$ cat src/rtl/cpu_seq_pkg.sv
// Shared types and constants for the SM83 machine-cycle sequencer.
package cpu_seq_pkg;

   typedef enum logic [1:0] {
      FETCH = 2'd0,
      EXEC  = 2'd1,
      HALT  = 2'd2,
      INT   = 2'd3
   } seq_state_t;

   localparam logic [1:0] T1 = 2'd0;
   localparam logic [1:0] T2 = 2'd1;
   localparam logic [1:0] T3 = 2'd2;
   localparam logic [1:0] T4 = 2'd3;

   localparam logic [7:0] OPC_CB   = 8'hCB;
   localparam logic [7:0] OPC_HALT = 8'h76;

   localparam int MAX_MCYC_DEF = 6;
   localparam int INT_MCYC_DEF = 5;

endpackage

$ cat src/rtl/cpu_tcyc_ctr.sv
// T-cycle counter: T1..T4 phase with clock enable and a T4 strobe.
module cpu_tcyc_ctr
   import cpu_seq_pkg::*;
(
   input  logic       clk,
   input  logic       reset,
   input  logic       ce,
   output logic [1:0] t_idx,
   output logic       t4
);

   logic [1:0] r_t;

   always_ff @(posedge clk or posedge reset) begin
      if (reset) r_t <= T1;
      else if (ce) r_t <= r_t + 2'd1;
   end

   assign t_idx = r_t;
   assign t4    = ce && (r_t == T4);

endmodule

$ cat src/rtl/cpu_mcyc_seq.sv
// SM83 machine-cycle sequencer: M-cycle index, opcode fetch, CB prefix,
// and instruction-boundary arbitration between fetch, HALT and interrupt.
//
// state | meaning
// FETCH | M1 opcode fetch, IR loaded at T4
// EXEC  | decoder-driven M-cycles after the fetch
// HALT  | core halted, waiting for an interrupt request
// INT   | interrupt dispatch, fixed INT_MCYC M-cycles
module cpu_mcyc_seq
   import cpu_seq_pkg::*;
#(
   parameter int MAX_MCYC = MAX_MCYC_DEF,
   parameter int INT_MCYC = INT_MCYC_DEF
)(
   input  logic       clk,
   input  logic       reset,
   input  logic       ce,
   input  logic [7:0] din,
   input  logic       dec_last,
   input  logic       dec_halt,
   input  logic       dec_cb,
   input  logic       ime,
   input  logic       irq_pending,
   output logic [1:0] t_idx,
   output logic [2:0] m_idx,
   output logic [7:0] ir,
   output logic       cb,
   output logic       fetch,
   output logic       rd,
   output logic       pc_inc,
   output logic       halted,
   output logic       int_dispatch,
   output logic       int_ack
);

   seq_state_t r_state, w_state_nxt;
   logic [2:0] r_m_idx, w_m_nxt;
   logic [7:0] r_ir, w_ir_nxt;
   logic       r_cb, w_cb_nxt;
   logic       r_prefix, w_prefix_nxt;
   logic       r_halt_bug, w_hb_nxt;
   logic       w_t4, w_last, w_prefix_set, w_boundary;

   cpu_tcyc_ctr u_tcyc (
      .clk   (clk),
      .reset (reset),
      .ce    (ce),
      .t_idx (t_idx),
      .t4    (w_t4)
   );

   always_ff @(posedge clk or posedge reset) begin
      if (reset) begin
         r_state    <= FETCH;
         r_m_idx    <= 3'd1;
         r_ir       <= 8'h00;
         r_cb       <= 1'b0;
         r_prefix   <= 1'b0;
         r_halt_bug <= 1'b0;
      end else begin
         r_state    <= w_state_nxt;
         r_m_idx    <= w_m_nxt;
         r_ir       <= w_ir_nxt;
         r_cb       <= w_cb_nxt;
         r_prefix   <= w_prefix_nxt;
         r_halt_bug <= w_hb_nxt;
      end
   end

   always_comb begin
      w_state_nxt  = r_state;
      w_m_nxt      = r_m_idx;
      w_ir_nxt     = r_ir;
      w_cb_nxt     = r_cb;
      w_prefix_nxt = r_prefix;
      w_hb_nxt     = r_halt_bug;
      w_boundary   = 1'b0;
      w_last       = dec_last || (r_m_idx == 3'(MAX_MCYC));
      // The second byte of a CB pair must not re-arm the prefix, even if it is 0xCB.
      w_prefix_set = dec_cb && !r_cb && !r_prefix;
      if (w_t4) begin
         case (r_state)
            FETCH: begin
               w_ir_nxt     = din;
               w_cb_nxt     = r_prefix;
               w_prefix_nxt = 1'b0;
               w_hb_nxt     = 1'b0;
               if (w_last) w_boundary = 1'b1;
               else begin
                  w_state_nxt = EXEC;
                  w_m_nxt     = r_m_idx + 3'd1;
               end
            end
            EXEC: begin
               if (w_last) w_boundary = 1'b1;
               else w_m_nxt = r_m_idx + 3'd1;
            end
            HALT: begin
               if (irq_pending) w_state_nxt = ime ? INT : FETCH;
            end
            INT: begin
               if (r_m_idx == 3'(INT_MCYC)) begin
                  w_state_nxt = FETCH;
                  w_m_nxt     = 3'd1;
               end else begin
                  w_m_nxt = r_m_idx + 3'd1;
               end
            end
            default: ;
         endcase
         if (w_boundary) begin
            w_m_nxt = 3'd1;
            if (w_prefix_set) w_prefix_nxt = 1'b1;
            if (dec_halt) begin
               if (!ime && irq_pending) begin
                  w_state_nxt = FETCH;
                  w_hb_nxt    = 1'b1;
               end else begin
                  w_state_nxt = HALT;
               end
            end else if (ime && irq_pending && !w_prefix_nxt) begin
               w_state_nxt = INT;
            end else begin
               w_state_nxt = FETCH;
            end
         end
      end
   end

   assign m_idx        = r_m_idx;
   assign ir           = r_ir;
   assign cb           = r_cb;
   assign fetch        = (r_state == FETCH);
   assign rd           = fetch && (t_idx != T4);
   assign halted       = (r_state == HALT);
   assign int_dispatch = (r_state == INT);
   assign pc_inc       = w_t4 && fetch && !r_halt_bug;
   assign int_ack      = w_t4 && int_dispatch && (r_m_idx == 3'd4);

endmodule

$ cat config.mk
export PLATFORM = sky130hd
export DESIGN_NAME = cpu_mcyc_seq
export DESIGN_NICKNAME = d
export VERILOG_FILES = /design/src/rtl/cpu_seq_pkg.sv /design/src/rtl/cpu_tcyc_ctr.sv /design/src/rtl/cpu_mcyc_seq.sv
export SDC_FILE = /design/constraint.sdc
export NUM_CORES = 1
export LEC_CHECK = 0
export CORE_MARGIN = 2
export CORE_UTILIZATION = 40
export DETAILED_ROUTE_END_ITERATION = 8
export PLACE_DENSITY_LB_ADDON = 0.15
export SETUP_SLACK_MARGIN = 0.1
export SLEW_MARGIN = 40
export SYNTH_ARGS = -nofsm -noshare
export SYNTH_HDL_FRONTEND = slang
export SYNTH_SLANG_ARGS = --single-unit
$ cat constraint.sdc
create_clock -name clk -period 1.4 [get_ports clk]
set_input_delay 0.42 -clock clk [delete_from_list [all_inputs] [get_ports clk]]
set_output_delay 0.42 -clock clk [all_outputs]
set_load 0.02 [all_outputs]
======== Word level (Yosys, flattened, before mapping) ========
Cells that the tools add are included.
storage, ports and cells
  word-level logic and storage cells ...... 70
  output and inout port bits .............. 20
  input bits .............................. 16
  flip-flop bits (word level) ............. 18
operators by class
  equal/unequal tests ..................... 12
  multiplexer cells ....................... 25
  reductions and logical operators ........ 24
  $add $sub $neg .......................... 2
operators with widths
  operator             count
  $mux 2               8
  $mux 1               12
  $logic_and 1x1->1    11
  $eq 3x3->1 const B   3
  $mux 3               3
  $ne 3x2->1 const B   3
  $eq 2x2->1 const B   3
  $pmux 2 s3           1
  $pmux 3 s2           1
  $logic_not 1->1      5
  $reduce_and 5->1     1
  $reduce_bool 4->1    1
  $add 3x1->3 const B  1
  $ne 3x1->1 const B   1
  $reduce_and 3->1     1
  $reduce_bool 3->1    1
  $add 2x1->2 const B  1
  $eq 2x1->1 const B   1
  $logic_not 2->1      1
  $ne 2x2->1 const B   1
  $reduce_and 2->1     1
  $reduce_or 2->1      1
  $logic_or 1x1->1     1

======== Longest topological paths before layout ========
Gate-level depths: netlist of run 1.
  depth in word-level cells ............... 12
  mapped depth ............................ 6

======== Modules after synthesis ========
From an unflattened synthesis of run 1, not the netlist that was laid out.
second synthesis, totals
  cells, all modules ...................... 94
  area, all modules ....................... 1,008.5 sq um
by module, submodules not included
  module        area each (sq um)  times used  cells each
  cpu_mcyc_seq  910.9              1           87
  cpu_tcyc_ctr  97.6               1           7

======== Worst setup path after synthesis of run 1 ========
No wires, ideal clock.
  path kind ............................... register to output
  from .................................... register r_state[1]
  to ...................................... output pc_inc
  arrival ................................. 1.423 ns
  path slack .............................. -0.443 ns
  stages on the path, launching flop included .. 5
  path through ............................ dfrtp_1 -> buf_6 -> nor2_1 -> nand2_1 -> nor2_1
between the ends
  word-level cells in the longest chain between the ends .. 3
RTL lines
  what                            RTL line             RTL
  start, declared                 cpu_mcyc_seq.sv:36   seq_state_t r_state, w_state_nxt;
  start signal, assigned          cpu_mcyc_seq.sv:61   r_state <= w_state_nxt;
  $logic_not 2->1                 cpu_mcyc_seq.sv:133  assign fetch = (r_state == FETCH);
  via fetch                       cpu_mcyc_seq.sv:28   output logic fetch,
  $logic_and 1x1->1 (2 in a row)  cpu_mcyc_seq.sv:137  assign pc_inc = w_t4 && fetch && !r_halt_bug;
  end, declared                   cpu_mcyc_seq.sv:30   output logic pc_inc,
The timed path passes the listed nets, and every way through them passes these cells.

======== Worst setup path after layout of run 1 ========
  from .................................... register r_m_idx[0] (netlist: m_idx[0])
  to ...................................... output int_ack
between the ends
  word-level cells in the longest chain between the ends .. 2
RTL lines
  what                    RTL line             RTL
  start, declared         cpu_mcyc_seq.sv:37   logic [2:0] r_m_idx, w_m_nxt;
  start signal, assigned  cpu_mcyc_seq.sv:62   r_m_idx <= w_m_nxt;
  $eq 3x3->1              cpu_mcyc_seq.sv:138  assign int_ack = w_t4 && int_dispatch && (r_m_idx == 3'd4);
  $logic_and 1x1->1       cpu_mcyc_seq.sv:138
  end, declared           cpu_mcyc_seq.sv:33   output logic int_ack
Every way passes these cells.

==> metrics, run 1 <==
Chip Height 54.52 um; Mapped Cells 106; initial antenna violation count 0; CP endpoint kind primary output; syn nets 127; Layout area overhead 93.01%; RSZ-0062 raised after global routing true; largest net degree at the start of global routing 11; Max Cap Viol 0; area share of the largest cell type after synthesis 41.67%; hold crit path type in -> async; Final Hold Viols 0; most common cell after layout, fill and taps aside buf_4; Vias per Instance 5.073; Detailed Route WL 3155 um; FILL cells 168; Synth Area in Simple Gates 25.86%; status complete, but fails checks; via count 1106; Sum Neg Setup Slack -3.128 ns; clk buf depth 2; total gr overflow 0; drt pass-1 iters 4; Buf+Inv Stages, Crit Path 2; Combinational Power Share 70.8%; fin crit period 1.753 ns; layout cells sized above 1 63.30%; top post-synthesis cells by area dfrtp_1 42%, nand2_1 11%, ha_1 6.1%, buf_6 3.3%, dfstp_2 2.6%; Startpoint Class register; combinational family with the most area after synthesis simple AND/OR/NAND/NOR gates; DRC 0; routed len/inst 14.47 um; worst-case reg-to-reg path depth 7; CP Depth 4; slew margin rel. 70.74%; CTS tree done; initial DRC count 9; Total GRT Usage 22.17%; IR drop worst, VDD 0.001493 V; area leader, netlist dfrtp_1; failing checks negative setup slack; cell internal pwr 0.002576 W; first-pass GRT wire length 4650 um; Worst-Skew Late Latency 0.29 ns; sw frac 41.75%; slowest cell on the critical path dfstp_2; fmax 570.3 MHz; Register Area 457.9 sq um; CTS Sinks 18; mean post-synth cell area 9.632 sq um; Starting Density 41.59%; clock buffer count from CTS 3; critical path class reg -> out; clock share of power 6.0%; final-report max-slew violation count 0; post-synthesis adder-cell area fraction 6.127%; Post-DP Area 1648 sq um; die width 54.52 um; Final setup viols 16; unique cell type count in the Yosys netlist 35; Clock Skew 0.01445 ns; Setup Slack @ Placement -0.8982 ns; Synth Warn # 0; Reg power frac 23.2%; Top-Level Pins 36; GPL Wtd Cong 0.8365; Critical Path AT 1.33 ns; multiplexer share of the synthesized area 2.083%; fin crit share 125.2%; nets 210; core area 2455 sq um; # rows 18; CP max FO 2; post-synthesis sequential area ratio 44.24%; post-synthesis sequential element count 18; Cell Pwr Density 2244 nW/um^2; PortBufs 35; Crit path largest cell delay 0.57 ns; CP required 0.98 ns; Crit path max-delay family flip-flops; dpl hpwl 2010 um; post-route ant nets 0; sw power 0.001847 W; P_leak 0.9449 nW; Final Cell Area 1971 sq um; CP Cell Sequence inv_2, ha_4, and4_4, buf_6; die area 2972 sq um; antenna fix cells 0; multi-input combinational cell area 681.9 sq um; hold_ws 0.3206 ns; Worst-path clk slew 0.11 ns; Mapped Area 1021 sq um; CTS Hold Bufs 0; setup slack after layout -0.3535 ns; worst slew pin tran 0.4380 ns; Compound-Gate Fraction of Synth Area 14.95%; commonest cells after routing, fill and taps aside 32 x buf_4, 29 x buf_6, 15 x nand2_1; Total Power 0.004423 W; H-Tree Depth 1; root buffer cell clkbuf_4; Synth Area in XOR/XNOR 0.8578%; number of global-route vias before repair 1071
==> stage by stage <==
stage	cells	util, %
6_report	218	80.28
2_1_floorplan	106	-
3_3_place_gp	196	67.13
4_1_cts	212	73.96
5_1_grt	218	80.28
3_5_place_dp	196	67.13
==> kinds of logic after synthesis <==
kind of cell,after synthesis
flip-flops,18
multiplexers,2
AO/OA/AOI/OAI,19
AND/OR/NAND/NOR,51
adder cells (fa/ha/maj),5
buffers and inverters,10
XOR/XNOR,1
==> worst reg2reg max path, stage by stage, from the launching register on <==
cell and delay, ns:
dfstp_2 0.57, inv_2 0.06, buf_6 0.12, ha_4 0.17, a21oi_4 0.18, nor2_4 0.06
a221oi_4 0.25, a31oi_1 0.12
==> power by group through the flow <==
stage	Clock (W)	Sequential, W	Combinational [W]
4_1_cts	0.000280	0.000995	0.00273
2_1_floorplan	0	0.00122	0.00108
3_5_place_dp	0	0.000993	0.00238
3_3_place_gp	0	0.000983	0.00234
6_report	0.000267	0.00102	0.00313
5_1_grt	0.000298	0.00105	0.00333
==> worst paths after layout <==
path	start	to	slack (ns)
worst max-delay path	m_idx[0]$_DFFE_PP1P_	int_ack	-0.35
worst min-delay path	reset	cb$_DFFE_PP0N_	0.32
worst max register to register	m_idx[0]$_DFFE_PP1P_	r_state[1]$_DFFE_PP0P_	-0.25
worst min register to register	ir[3]$_DFFE_PP0N_	ir[3]$_DFFE_PP0N_	0.48
max in group asynchronous	reset	ir[2]$_DFFE_PP0N_	0.69
min in group clk	ir[3]$_DFFE_PP0N_	ir[3]$_DFFE_PP0N_	0.48
==> routing by layer <==
layer | track usage (%) | routed length (um)
met1 | 26.03 | 1304
met2 | 40.56 | 1711
met3 | 4.098 | 107
met4 | 6.667 | 32
met5 | 0 | 0
==> what timing repair did <==
| item | 4_1_cts | 5_1_grt |
|---|---|---|
| gates resized for setup | 125 | 30 |
| hold endpoints to repair | 0 | 0 |
| pin swaps | 15 | 25 |
| setup buffers | 13 | 7 |
| endpoints found under the setup margin | 35 | 29 |
==> flip-flops by register name (all words and copies together), names as in the netlist <==
signal,cells
r_halt_bug,1
ir,8
u_tcyc.t_idx,2
r_state,2
cb,1
m_idx,3
r_prefix,1
==> synthesized netlist by cell type <==
cell type	count
a221oi_2	1
mux2i_1	1
nor3_4	1
nor2_1	4
ha_1	5
o22ai_1	3
o211ai_1	1
and2_1	1
dfstp_2	1
nand3_1	2
a31oi_1	3
nand2b_1	4
a21boi_1	1
o211ai_2	1
nand2b_4	1
a2111oi_2	1
inv_2	1
o21a_1	1
nand2_1	29
buf_6	3
and2_4	1
or2_1	1
nand2_2	2
o21ai_0	2
a21oi_2	1
inv_1	6
and4_1	2
mux2_2	1
nor2_4	1
nor3b_1	1
o41ai_2	1
a21oi_1	3
xor2_1	1
dfrtp_1	17
nor3_1	1
==> cell type report <==
| class | instances | share of cell area (%) |
|---|---|---|
| clock buffers | 4 | 1.333 |
| inverters | 7 | 1.333 |
| multi-input cells | 78 | 34.60 |
| flip-flops and latches | 18 | 23.24 |
| well taps | 30 | 1.905 |
| repair buffers | 81 | 37.59 |
No activity file was read; power rests on OpenSTA's default activity.
==> run 2, diff against run 1 <==
Settings changed: CORE_UTILIZATION 40 to 44.
Clock period 1.4 ns to 1.89 ns, I/O delays scaled along.
==> metrics, run 2 (synthesis gave the netlist of run 1 again) <==
status complete, but fails checks; failing checks negative setup slack; Final Cell Area 1667 sq um (-15%); initial DRC count 19 (+10); Critical Path AT 1.33 ns (about the same); nets 190 (-9.5%); Detailed Route WL 2513 um (-20%); Worst-path clk slew 0.10 ns (about the same); Layout area overhead 63.24%; CP max FO 2 (unchanged); initial antenna violation count 0 (unchanged); Vias per Instance 5.026 (-0.94%); cell internal pwr 0.001542 W (-40%); GPL Wtd Cong 0.8894 (+6.3%); CP endpoint kind primary output; sw frac 42.65% (+0.90 points); r2r setup slk 0.23 ns (+0.48 ns); Starting Density 46.15% (+4.6 points); Critical R2R Launch m_idx[0]$_DFFE_PP1P_; worst slew pin tran 0.3114 ns (-0.1266 ns); max reg flops 8 (unchanged); multi-input combinational cell area 568.0 sq um (-17%); IR drop worst, VDD 0.001154 V (-23%); Hold Path Stages 2; Final setup viols 1 (-15); Clock Skew 0.0006811 ns (-0.01377 ns); die width 52.17 um (-4.3%); fmax 526.0 MHz; routed len/inst 12.82 um (-11%); drt pass-1 iters 4 (unchanged); dpl hpwl 1850 um (-8.0%); RSZ-0062 raised after global routing true; Chip Height 52.17 um (-4.3%); slew margin rel. 79.20% (+8.5 points); layout cells sized above 1 36.90% (-26 points); commonest cells after routing, fill and taps aside 28 x nand2_1, 23 x buf_4, 17 x dfrtp_1; clock buffer count from CTS 3 (unchanged); via count 985 (-11%); Top-Level Pins 36 (unchanged); H-Tree Depth 1 (unchanged); hold_ws 0.4756 ns (+0.1550 ns); die area 2722 sq um (-8.4%); FF-to-FF End r_state[1]$_DFFE_PP0P_; total gr overflow 0 (unchanged); Startpoint Class register; Sum Neg Setup Slack -0.01112 ns (+3.116 ns); clk buf depth 2 (unchanged); FILL cells 169 (+0.60%); root buffer cell clkbuf_4; sw power 0.001147 W (-38%); Reg power frac 26.0% (+2.8 points); hold crit path type reg -> reg; most common cell after layout, fill and taps aside nand2_1; Final Hold Viols 0 (unchanged); Worst-Skew Late Latency 0.29 ns (about the same); core area 2212 sq um (-9.9%); Setup Slack @ Placement -0.7392 ns (+0.1590 ns); Max Cap Viol 0 (unchanged); DRC 0 (unchanged); clock share of power 8.8% (+2.8 points); CTS tree done; fin crit share 100.6%; Total GRT Usage 20.73% (-1.4 points); PortBufs 35 (unchanged); CTS Sinks 18 (unchanged); worst-case reg-to-reg path depth 7 (unchanged); largest net degree at the start of global routing 19 (+8); critical path class reg -> out; post-route ant nets 0 (unchanged); CP required 1.32 ns (+0.34 ns); Post-DP Area 1563 sq um (-5.2%); P_leak 0.8228 nW (-13%); Combinational Power Share 65.2% (-5.6 points); setup slack after layout -0.01112 ns (+0.3424 ns); Hold Path Origin ir[4]$_DFFE_PP0N_; fin crit period 1.901 ns; Register Area 451.7 sq um (-1.4%); Cell Pwr Density 1613 nW/um^2 (-28%); hold path endpoint ir[4]$_DFFE_PP0N_; number of global-route vias before repair 952 (-11%); first-pass GRT wire length 4146 um (-11%); final-report max-slew violation count 0 (unchanged); # rows 17 (-1); Total Power 0.002688 W (-39%); antenna fix cells 0 (unchanged)
[run 2: cell count changes in the layout (fill, tap and decap cells not counted), moves of 9 or more]
cell and change:
nand2_1 +13, buf_6 -21, buf_4 -9, nand2_2 -10, dlygate4sd2_1 +12
[run 2: worst max path at each step]
| stage | slack [ns] | end | start |
|---|---|---|---|
| after global routing | -0.07 | int_ack | u_tcyc.t_idx[1]$_DFFE_PP0P_ |
| after detailed placement | -0.74 | int_ack | ce |
| final | -0.01 | int_ack | m_idx[0]$_DFFE_PP1P_ |
| after CTS | -0.02 | int_ack | u_tcyc.t_idx[1]$_DFFE_PP0P_ |
| after floorplan | 0.12 | int_ack | u_tcyc.t_idx[0]$_DFFE_PP0P_ |
| after global placement | -0.72 | int_ack | ce |
[run 2: cell type report]
| type | count | share of cell area, % |
|---|---|---|
| clock buffer | 4 | 2.177 |
| inverter | 7 | 1.727 |
| multi-input combinational | 78 | 34.08 |
| sequential | 18 | 27.10 |
| tap | 28 | 2.102 |
| timing repair buffer | 61 | 32.81 |
[run 2: layer usage]
metal | up-vias | track usage [%] | wire, um
li1 | 485 | - | -
met2 | 30 | 37.76 | 1278
met3 | 4 | 2.857 | 136
met4 | 0 | 5.128 | 25
met5 | - | 0 | 0
met1 | 466 | 25.74 | 1073
[run 2: what timing repair did]
item	CTS	global route
hold buffers	0	0
pin swaps	5	4
gates resized for setup	63	9
setup buffers	3	1
setup endpoints to repair	22	10
[run 2: worst max-delay path, stage by stage (launching register included)]
cell and delay [ns]:
dfstp_2 0.55, inv_2 0.05, ha_4 0.14, and4_1 0.17, buf_6 0.13
[run 2: power by group through the flow]
stage	sequential (W)	clock (W)	combinational, W
after floorplan	0.000874	0	0.000739
after global placement	0.000695	0	0.00164
after detailed placement	0.000698	0	0.00167
after CTS	0.000692	0.000244	0.00169
after global routing	0.000716	0.000256	0.00190
final	0.000698	0.000237	0.00175
[run 2: metrics by stage]
| step | utilization (%) | instances |
|---|---|---|
| floorplan | - | 106 |
| global placement | 70.64 | 188 |
| detailed placement | 70.64 | 188 |
| CTS | 74.38 | 195 |
| global route | 75.34 | 196 |
| finish | 75.34 | 196 |
